===== src/rtl/fifo_stream_reader.sv =====
// fifo_stream_reader: drains a synchronous FIFO onto a valid/ready stream.
// A 2-entry head/tail buffer absorbs the FIFO's one-cycle read latency so
// the stage sustains one word per clock and never drops data under
// backpressure. Optional statistics (word counter, sticky underflow flag)
// are built only when FIFO_STREAM_STATS_EN is defined.
module fifo_stream_reader #(
  parameter int FIFO_WIDTH = 16,
  parameter int CNT_WIDTH  = 16
) (
  input  logic                  clk,
  input  logic                  rst_n,
  input  logic                  fifo_empty,
  input  logic [FIFO_WIDTH-1:0] fifo_data_out,
  input  logic                  fifo_underflow,
  output logic                  fifo_rd_en,
  output logic [FIFO_WIDTH-1:0] m_data,
  output logic                  m_valid,
  input  logic                  m_ready,
  output logic                  busy
`ifdef FIFO_STREAM_STATS_EN
  ,
  input  logic                  clear_stats,
  output logic [CNT_WIDTH-1:0]  word_count,
  output logic                  underflow_err
`endif
);

  logic [1:0]            occ_q, occ_d;
  logic                  inflight_q;
  logic [FIFO_WIDTH-1:0] head_q, head_d;
  logic [FIFO_WIDTH-1:0] tail_q, tail_d;
  logic                  pop;
  logic                  capture;
  logic                  discard;
  logic [2:0]            pend;
  logic [1:0]            occ_left;

  assign m_valid = (occ_q != 2'd0);
  assign m_data  = head_q;
  assign pop     = m_valid && m_ready;
  assign capture = inflight_q && !fifo_underflow;
  assign discard = inflight_q && fifo_underflow;
  assign busy    = m_valid || inflight_q;

  // Words owned after this cycle's pop; pop implies occ>=1 so no wrap.
  assign pend = {1'b0, occ_q} + {2'b00, inflight_q} - {2'b00, pop};

  // Only request a word when a slot is guaranteed for it; held low in reset.
  assign fifo_rd_en = rst_n && !fifo_empty && (pend < 3'd2);

  // Buffer next state: pop shifts tail to head, capture lands behind survivors.
  always_comb begin
    head_d   = head_q;
    tail_d   = tail_q;
    occ_left = occ_q - {1'b0, pop};
    if (pop) head_d = tail_q;
    if (capture) begin
      if (occ_left == 2'd0) head_d = fifo_data_out;
      else                  tail_d = fifo_data_out;
    end
    occ_d = occ_left + {1'b0, capture};
  end

  // Buffer and in-flight tracking registers.
  always_ff @(posedge clk or negedge rst_n) begin
    if (!rst_n) begin
      occ_q      <= 2'd0;
      inflight_q <= 1'b0;
      head_q     <= '0;
      tail_q     <= '0;
    end else begin
      occ_q      <= occ_d;
      inflight_q <= fifo_rd_en;
      head_q     <= head_d;
      tail_q     <= tail_d;
    end
  end

`ifdef FIFO_STREAM_STATS_EN
  logic [CNT_WIDTH-1:0] word_count_q, word_count_d;
  logic                 underflow_err_q, underflow_err_d;

  assign word_count    = word_count_q;
  assign underflow_err = underflow_err_q;

  // Stats next state: clear wins over a same-cycle pop or discard.
  always_comb begin
    word_count_d    = word_count_q;
    underflow_err_d = underflow_err_q;
    if (clear_stats) begin
      word_count_d    = '0;
      underflow_err_d = 1'b0;
    end else begin
      if (pop)     word_count_d    = word_count_q + 1'b1;
      if (discard) underflow_err_d = 1'b1;
    end
  end

  // Stats registers.
  always_ff @(posedge clk or negedge rst_n) begin
    if (!rst_n) begin
      word_count_q    <= '0;
      underflow_err_q <= 1'b0;
    end else begin
      word_count_q    <= word_count_d;
      underflow_err_q <= underflow_err_d;
    end
  end
`else
  // Keeps the counter width parameter referenced in the lean build.
  logic [CNT_WIDTH-1:0] cnt_width_unused;
  logic                 discard_unused;
  assign cnt_width_unused = '0;
  assign discard_unused   = discard;
`endif

endmodule

===== config.mk =====
export PLATFORM = sky130hd
export DESIGN_NAME = fifo_stream_reader
export DESIGN_NICKNAME = d
export VERILOG_FILES = /design/src/rtl/fifo_stream_reader.sv
export SDC_FILE = /design/constraint.sdc
export NUM_CORES = 1
export LEC_CHECK = 0
export CORE_ASPECT_RATIO = 0.9
export CORE_MARGIN = 5
export CORE_UTILIZATION = 49
export CTS_CLUSTER_SIZE = 30
export DETAILED_ROUTE_END_ITERATION = 12
export HOLD_SLACK_MARGIN = 0.02
export PLACE_DENSITY = 0.84
export SYNTH_ARGS = -nofsm -noshare
export SYNTH_HDL_FRONTEND = slang
export SYNTH_SLANG_ARGS = --single-unit

===== constraint.sdc =====
create_clock -name clk -period 2.7 [get_ports clk]
set_input_delay 0.54 -clock clk [delete_from_list [all_inputs] [get_ports clk]]
set_output_delay 0.54 -clock clk [all_outputs]
set_load 0.01 [all_outputs]

==> flow_summary.toml, run 1 <==
[outcome]
status = "completed"

[cts]
cts.clk_slew.worst_paths_ns = 0.07
cts-root-buf = "clkbuf_8"
h-tree-depth = 2
ctsLongestPathBuffers = 2
cts_buffers = 5
clk_latency_ns = 0.28
cts_tree = "done"
cts_hold_buf = 0
cts_resized = 3
post_cts_buffers = 0
clock_sinks = 35

[synth]
synth_area_leaders = "dfrtp_1, mux2_2, mux2_4, buf_6, buf_12"
synth_fp_nets = 131
seq_area_frac_synth_pct = 52.6
synth_top_area_share_pct = 52.6
ys_types = 22
ys_seq_elements = 35
syn_area_per_cell_um2 = 15.4
yosys.area.top_type = "dfrtp_1"
ys_warn_count = 0
synthesis.area_mm2 = 0.00167
synthCells = 108

[sta]
hold_viol = 0
post-route-min-period_ns = 2.61
finalSetupTns_ns = 0
fmax_ghz = 0.384
setup_viol = 0
timing.slew.headroom_pct = 70.3
final.setup_skew_ns = 0.00643
rsz0062_at_grt = "no"
tightest_slew_ns = 0.444
post-route-period-util_pct = 96.5
drv_slew = 0

[power]
vdd_drop_max_mv = 0.512
pwr-share-comb_pct = 39.7
p_clk_share_pct = 19.7
switching_share_pct = 26.7
p_per_area_mw_per_mm2 = 926
seq_power_share_pct = 40.6
p_leak_nw = 1.06
internal_power_mw = 1.51
p_sw_uw = 550

[critical_path]
r2r_setup_slack_ns = 1.06
startpoint_type = "primary input"
arrival_ns = 2.07
cp_data_required_time_ns = 2.16
path_max_fanout = 3
worst_setup_path_end_kind = "output port"
criticalPathCategory = "primary input to output port"

[drt]
wl_per_cell_um = 16.1
final_antenna_net_count = 0
wirelength_um = 3260
avgViaCountPerCell = 5.04
route.vias.total = 1023
drt-initial-drc-count = 32
drcViolationCount = 0
dr.pass1.iters = 4

[placed_design]
dp.cells = 195
dp.final_hpwl_um = 2440
port_buffers = 39
place_area_mm2 = 0.00212
gp_routability_congestion = 0.676

[floorplanning]
ios = 40
die_y_um = 65.3
die-area_mm2 = 0.00467
rows = 20
core_area_mm2 = 0.00333
fp.dieW_um = 71.5
start_util_pct = 50.1

[global_routing]
grt_overflow = 0
gr-usage-met3_pct = 2.60
grt_max_degree = 36
grt_pass1_wl_um = 5520
first_global_vias = 1217
busiest_layer = "met2"
met2_usage_pct = 28.8
met1_usage_pct = 16.6
antenna_found_initial = 0
grt_use_total_pct = 15.3

[layout]
layout.nets = 181
area_growth_pct = 33.5
final_layout_size_suffix_gt1_share_pct = 44.7
diodes = 0
fillerInstances = 240
final_cells = 203
design_area_mm2 = 0.00222
utilization_pct = 66.8

[worst_hold_path]
worstHoldPathType = "primary input to asynchronous set/reset pin"

[flow_run]
drv_cap = 0
through the flow:
stage          total power, mW  hold WS (ns)  setup slack [ns]
2_1_floorplan             1.29         0.244             0.342
3_5_place_dp              1.68         0.493            -0.556
3_3_place_gp              1.62         0.484            -0.485
6_report                  2.06         0.335            0.0946
4_1_cts                   2.08         0.337            0.0113
5_1_grt                   2.18         0.372           0.00739
worst paths after layout:
kind                            start    endpoint  cells after the start
setup / recovery              m_ready  fifo_rd_en                      7
hold / removal                  rst_n   m_data[7]                      2
setup reg to reg             occ_q[1]  m_data[13]                      4
hold reg to reg            tail_q[15]  tail_q[15]                      1
max in group asynchronous       rst_n  m_data[13]                      2
min in group clk           tail_q[15]  tail_q[15]                      1
placed cells by master, fill, tap and decap left out, drive strengths merged, types with 2 or more instances in the layout:
cell type / synthesis / layout
o21ai: 2 / 2
inv: 2 / 2
clkbuf: 0 / 8
clkdlybuf4s15: 0 / 2
clkdlybuf4s50: 0 / 36
mux2: 48 / 48
nand2: 3 / 3
or3: 2 / 2
xor2: 2 / 2
dfrtp: 35 / 35
buf: 4 / 9
layer usage:
| metal | vias up | share of wire (%) |
|---|---|---|
| met5 | - | 0 |
| met4 | 0 | 1.6 |
| met3 | 5 | 2.7 |
| met2 | 18 | 55 |
| li1 | 478 | - |
| met1 | 522 | 40 |
critical path, stage by stage:
cell             delay [ns]
clkdlybuf4s15_1        0.26
xor2_1                 0.19
nand2_1                0.09
fa_1                   0.37
xor2_1                 0.16
nor3_2                 0.19
clkdlybuf4s15_1        0.26
power by group through the flow:
stage               Combinational, mW  Clock [mW]  Sequential [mW]
finish                          0.817       0.406            0.836
global route                    0.880       0.435            0.865
CTS                             0.825       0.419            0.840
detailed placement              0.825           0            0.850
global placement                0.796           0            0.826
floorplan                       0.412           0            0.876
state kept, by name (all words and copies together), names as in the netlist:
name	flops
tail_q	16
occ_q	2
inflight_q	1
m_data	16
synthesized netlist by cell type (all sizes together):
cell type / number
mux2: 48
dfrtp: 35
buf: 4
nand2: 3
inv: 2
o21ai: 2
or3: 2
xor2: 2
a21bo: 1
and2b: 1
fa: 1
ha: 1
nand2b: 1
nand3: 1
nor2: 1
nor3: 1
or2: 1
xnor2: 1
area by class of cell:
class,count,area [µm²],area share [%]
multi-input cells,67,741,33.3
repair buffers,47,445,20.0
inverters,2,7.51,0.337
clock buffers,8,100,4.50
flip-flops and latches,35,876,39.4
well taps,44,55.1,2.47
cell families (layout without fill, tap and decap cells):
group | count (synthesis) | count (layout) | share of synthesized area [%]
adders and majority gates | 2 | 2 | 1.95
and+or+nand+nor | 11 | 11 | 4.05
xor gates and xnor gates | 3 | 3 | 1.58
muxes | 48 | 48 | 34.7
AOI/OAI and AO/OA | 3 | 3 | 1.88
buffers and inverters | 6 | 57 | 3.30
DFF | 35 | 35 | 52.6
Power figures use the tool's default switching activity.
==> inputs of run 2 (changes only) <==
- CORE_UTILIZATION: 49 -> 52
- PLACE_DENSITY: 0.84 -> 0.88
- clock period: 2.7 -> 3.38 ns (I/O delays scaled with it)
==> run 2 against run 1 <==
  * Final cell count is 3.9% lower
  * Routed wire length is 6.4% lower
  * Sequential cell count stayed put
  * Clock power is 44% lower
  * Power is 26% lower
  * Worst setup slack better by 0.086 ns
  * First-iteration DRC count is 75% higher
  * Sequential share of layout area is 1.7 points higher
  * Core utilization is 2.8 points higher
  * Count of clock-buffer cells in the layout is 2 lower
  * Cell area is 4.0% lower
  * Via count is 4.3% lower
  * Critical endpoint unchanged
==> flow_summary.toml, run 2 (synthesized netlist as in run 1, its figures left out) <==
[drt]
wirelength_um = 3050
route.vias.total = 979
avgViaCountPerCell = 5.02
dr.pass1.iters = 4
drcViolationCount = 0
final_antenna_net_count = 0
drt-initial-drc-count = 56
wl_per_cell_um = 15.7

[critical_path]
arrival_ns = 2.52
timing.critical_path.from = "m_ready"
cp_data_required_time_ns = 2.70
path_max_fanout = 3
worst_setup_path_end_kind = "output port"
startpoint_type = "primary input"
reg2reg_from = "inflight_q"
r2r_cells = 3
criticalPathCategory = "primary input to output port"

[cts]
post_cts_buffers = 0
cts-root-buf = "clkbuf_4"
cts_hold_buf = 0
h-tree-depth = 2
ctsLongestPathBuffers = 2
cts_buffers = 5
cts.clk_slew.worst_paths_ns = 0.11
clk_latency_ns = 0.32
cts_resized = 1
cts_tree = "done"
clock_sinks = 35

[global_routing]
grt_pass1_wl_um = 5090
grt_overflow = 0
grt_max_degree = 36
first_global_vias = 1091
antenna_found_initial = 0
grt_use_total_pct = 14.7

[sta]
tightest_slew_ns = 0.822
setup_ws_ns = 0.180
hold_viol = 0
post-route-period-util_pct = 94.7
timing.slew.headroom_pct = 45.2
rsz0062_at_grt = "no"
final.setup_skew_ns = 0.0140
setup_viol = 0
fmax_ghz = 0.313
finalSetupTns_ns = 0
drv_slew = 0
post-route-min-period_ns = 3.20

[placed_design]
pre_cts_slack_ns = -0.115
place_area_mm2 = 0.00208
dp.final_hpwl_um = 2200
gp_routability_congestion = 0.700
port_buffers = 39

[outcome]
status = "completed"

[floorplanning]
die_y_um = 63.7
rows = 19
ios = 40
start_util_pct = 54.3
fp.dieW_um = 69.7
core_area_mm2 = 0.00307
die-area_mm2 = 0.00444

[layout]
design_area_mm2 = 0.00213
layout.nets = 176
mostFrequentLayoutCells = "mux2_2, clkdlybuf4s50_1, dfrtp_1"
diodes = 0
final_layout_size_suffix_gt1_share_pct = 42.5
area_growth_pct = 28.1
layout_commonest_cell = "mux2_2"

[power]
p_per_area_mw_per_mm2 = 717
p_leak_nw = 1.02
vdd_drop_max_mv = 0.450

[flow_run]
drv_cap = 0

[worst_hold_path]
worstHoldPathType = "primary input to asynchronous set/reset pin"
## run 2: changes by cell type in the layout (fill, tap and decap cells not counted), sizes merged
cell | previous run | this run
clkinv | 0 | 1
clkdlybuf4s50 | 36 | 37
clkbuf | 8 | 6
buf | 9 | 4
clkdlybuf4s15 | 2 | 0
dlygate4sd2 | 0 | 1
## run 2: cell type report
type / count / area (µm²)
Clock buffer: 6 / 51.3
Clock inverter: 1 / 5.00
Fill cell: 209 / 932
Inverter: 2 / 7.51
Multi-Input combinational cell: 67 / 736
Sequential cell: 35 / 876
Tap cell: 42 / 52.6
Timing Repair Buffer: 42 / 407
## run 2: stage by stage
step / power, mW / cells / utilization, % / hold WS, ns
after detailed placement: 1.32 / 188 / 67.8 / 0.495
after global routing: 1.63 / 195 / 69.6 / 0.444
after global placement: 1.29 / 188 / 67.8 / 0.484
after CTS: 1.55 / 195 / 69.6 / 0.425
after floorplan: 1.03 / 108 / - / 0.380
final: 1.53 / 195 / 69.6 / 0.411
## run 2: power by group
group,switching [mW],internal [mW],leakage (nW)
Combinational,0.205,0.431,0.532
Sequential,0.0892,0.578,0.451
Clock,0.130,0.0965,0.0341
## run 2: layer usage
metal,vias to the layer above,track usage [%],part of all wire [%]
li1,474,-,-
met1,481,16.9,44
met2,19,25.5,50
met3,5,4.61,4.6
met4,0,6.22,1.3
met5,-,0,0
## run 2: critical path: stages
cell and delay, ns:
clkdlybuf4s50_1 0.45, buf_4 0.17, o21ai_4 0.05, nor2_1 0.07, fa_1 0.40, xor2_1 0.15
nor3_1 0.24, dlygate4sd2_1 0.31
## run 2: final timing paths
| kind | endpoint | slack, ns |
|---|---|---|
| setup / recovery | fifo_rd_en | 0.18 |
| hold reg to reg | tail_q[2] | 0.51 |
| min in group clk | tail_q[2] | 0.51 |
| setup reg to reg | tail_q[4] | 1.47 |
| max in group asynchronous | m_data[3] | 2.65 |
| hold / removal | m_data[15] | 0.41 |
==> inputs of run 3 (changes only) <==
- CORE_UTILIZATION: 52 -> 55
- CTS_BUF_LIST: not set -> sky130_fd_sc_hd__clkbuf_4 sky130_fd_sc_hd__clkbuf_8
- PLACE_DENSITY: 0.88 -> 0.92
==> run 3 against run 2 <==
  * Power up 1.1%
  * Combinational power up 2%
  * First-iteration DRC count increased by 21%
  * Core utilization increased by 2.4 points
  * Fmax rose by 0.18%
  * Worst setup slack better by 0.0058 ns
  * Worst hold slack improved by 0.11 ns
  * Routed wire length grew 7.8%
  * Critical path type unchanged
==> flow_summary.toml, run 3 (synthesized netlist as in run 1, its figures left out) <==
[floorplanning]
die_y_um = 62.2
die-area_mm2 = 0.00423
ios = 40
start_util_pct = 55.6
rows = 19
fp.dieW_um = 68.0
core_area_mm2 = 0.00300

[layout]
diodes = 0
area_growth_pct = 29.4
final_layout_size_suffix_gt1_share_pct = 42.9
design_area_mm2 = 0.00216
mostFrequentLayoutCells = "mux2_2, clkdlybuf4s50_1, dfrtp_1"
utilization_pct = 72.0
final_cells = 198
layout.nets = 178

[critical_path]
cp_data_required_time_ns = 2.70
worst_setup_path_end_kind = "output port"
criticalPathCategory = "primary input to output port"
arrival_ns = 2.52
startpoint_type = "primary input"
path_max_fanout = 3

[sta]
final.setup_skew_ns = 0.0123
whs_ns = 0.516
post-route-min-period_ns = 3.19
tightest_slew_ns = 0.449
post-route-period-util_pct = 94.5
timing.slew.headroom_pct = 70.0
rsz0062_at_grt = "no"
drv_slew = 0
fmax_ghz = 0.313
hold_viol = 0
setup_viol = 0

[cts]
clock_sinks = 35
cts_tree = "done"
h-tree-depth = 2
clk_latency_ns = 0.33
cts.clk_slew.worst_paths_ns = 0.10
ctsLongestPathBuffers = 2
cts_buffers = 5
post_cts_buffers = 0
cts-root-buf = "clkbuf_4"

[placed_design]
dp.cells = 190
dp.final_hpwl_um = 2380
port_buffers = 39
gp_routability_congestion = 0.656
place_area_mm2 = 0.00210

[drt]
wl_per_cell_um = 16.6
route.vias.total = 1003
wirelength_um = 3290
drt-initial-drc-count = 68
drcViolationCount = 0
avgViaCountPerCell = 5.07
dr.pass1.iters = 2
final_antenna_net_count = 0

[global_routing]
grt_max_degree = 36
grt_pass1_wl_um = 5730
first_global_vias = 1171
grt_use_total_pct = 18.1
antenna_found_initial = 0
grt_overflow = 0

[power]
p_per_area_mw_per_mm2 = 718
p_leak_nw = 1.03
power_mw = 1.55
vdd_drop_max_mv = 0.422

[worst_hold_path]
worstHoldPathType = "register to register"

[flow_run]
drv_cap = 0

[outcome]
status = "completed"
## run 3: cell count changes in the layout (fill, tap and decap cells not counted), sizes merged
cell / previous run / this run
buf: 4 / 5
clkbuf: 6 / 7
clkdlybuf4s50: 37 / 38
## run 3: layer usage
layer | track usage (%) | part of all wire [%] | vias to the layer above
met5 | 0 | 0 | -
met4 | 7.69 | 2.0 | 0
met3 | 3.60 | 2.9 | 7
met2 | 29.8 | 53 | 22
met1 | 22.6 | 42 | 503
li1 | - | - | 471
## run 3: metrics by stage
stage               setup TNS, ns  worst slack [ns]
global route                    0            0.0754
finish                          0             0.186
detailed placement         -0.135            -0.135
CTS                             0             0.149
global placement          -0.0126           -0.0126
floorplan                       0             0.819
## run 3: worst max-delay path, cell delays in order
cell             delay (ns)
clkdlybuf4s50_1        0.44
buf_4                  0.17
o21ai_4                0.05
nor2_1                 0.07
fa_1                   0.41
xor2_1                 0.15
nor3_1                 0.23
dlygate4sd2_1          0.30
## run 3: worst paths after layout
check	end	depth (start not counted)	slack, ns	from
max	fifo_rd_en	8	0.19	m_ready
min	tail_q[5]	1	0.52	tail_q[5]
max reg2reg	tail_q[12]	4	1.58	inflight_q
min reg2reg	tail_q[5]	1	0.52	tail_q[5]
max in group asynchronous	m_data[14]	2	2.25	rst_n
min in group asynchronous	m_data[13]	2	0.80	rst_n
## run 3: report_power, final
group          switching (mW)  internal (mW)
registers              0.0899          0.578
logic                   0.213          0.435
clock network           0.134         0.0972
total                   0.437           1.11
## run 3: final cells by class
class | count | area (µm²)
sequential | 35 | 876
fill | 227 | 840
multi-input combinational | 67 | 736
timing repair buffer | 44 | 427
clock buffer | 7 | 52.6
tap | 42 | 52.6
inverter | 2 | 7.51
clock inverter | 1 | 5.00
## run 3: timing repair
action | in CTS | in global routing
gates resized for setup | 1 | 0
hold buffers | 0 | 0
endpoints found under the setup margin | 1 | 0
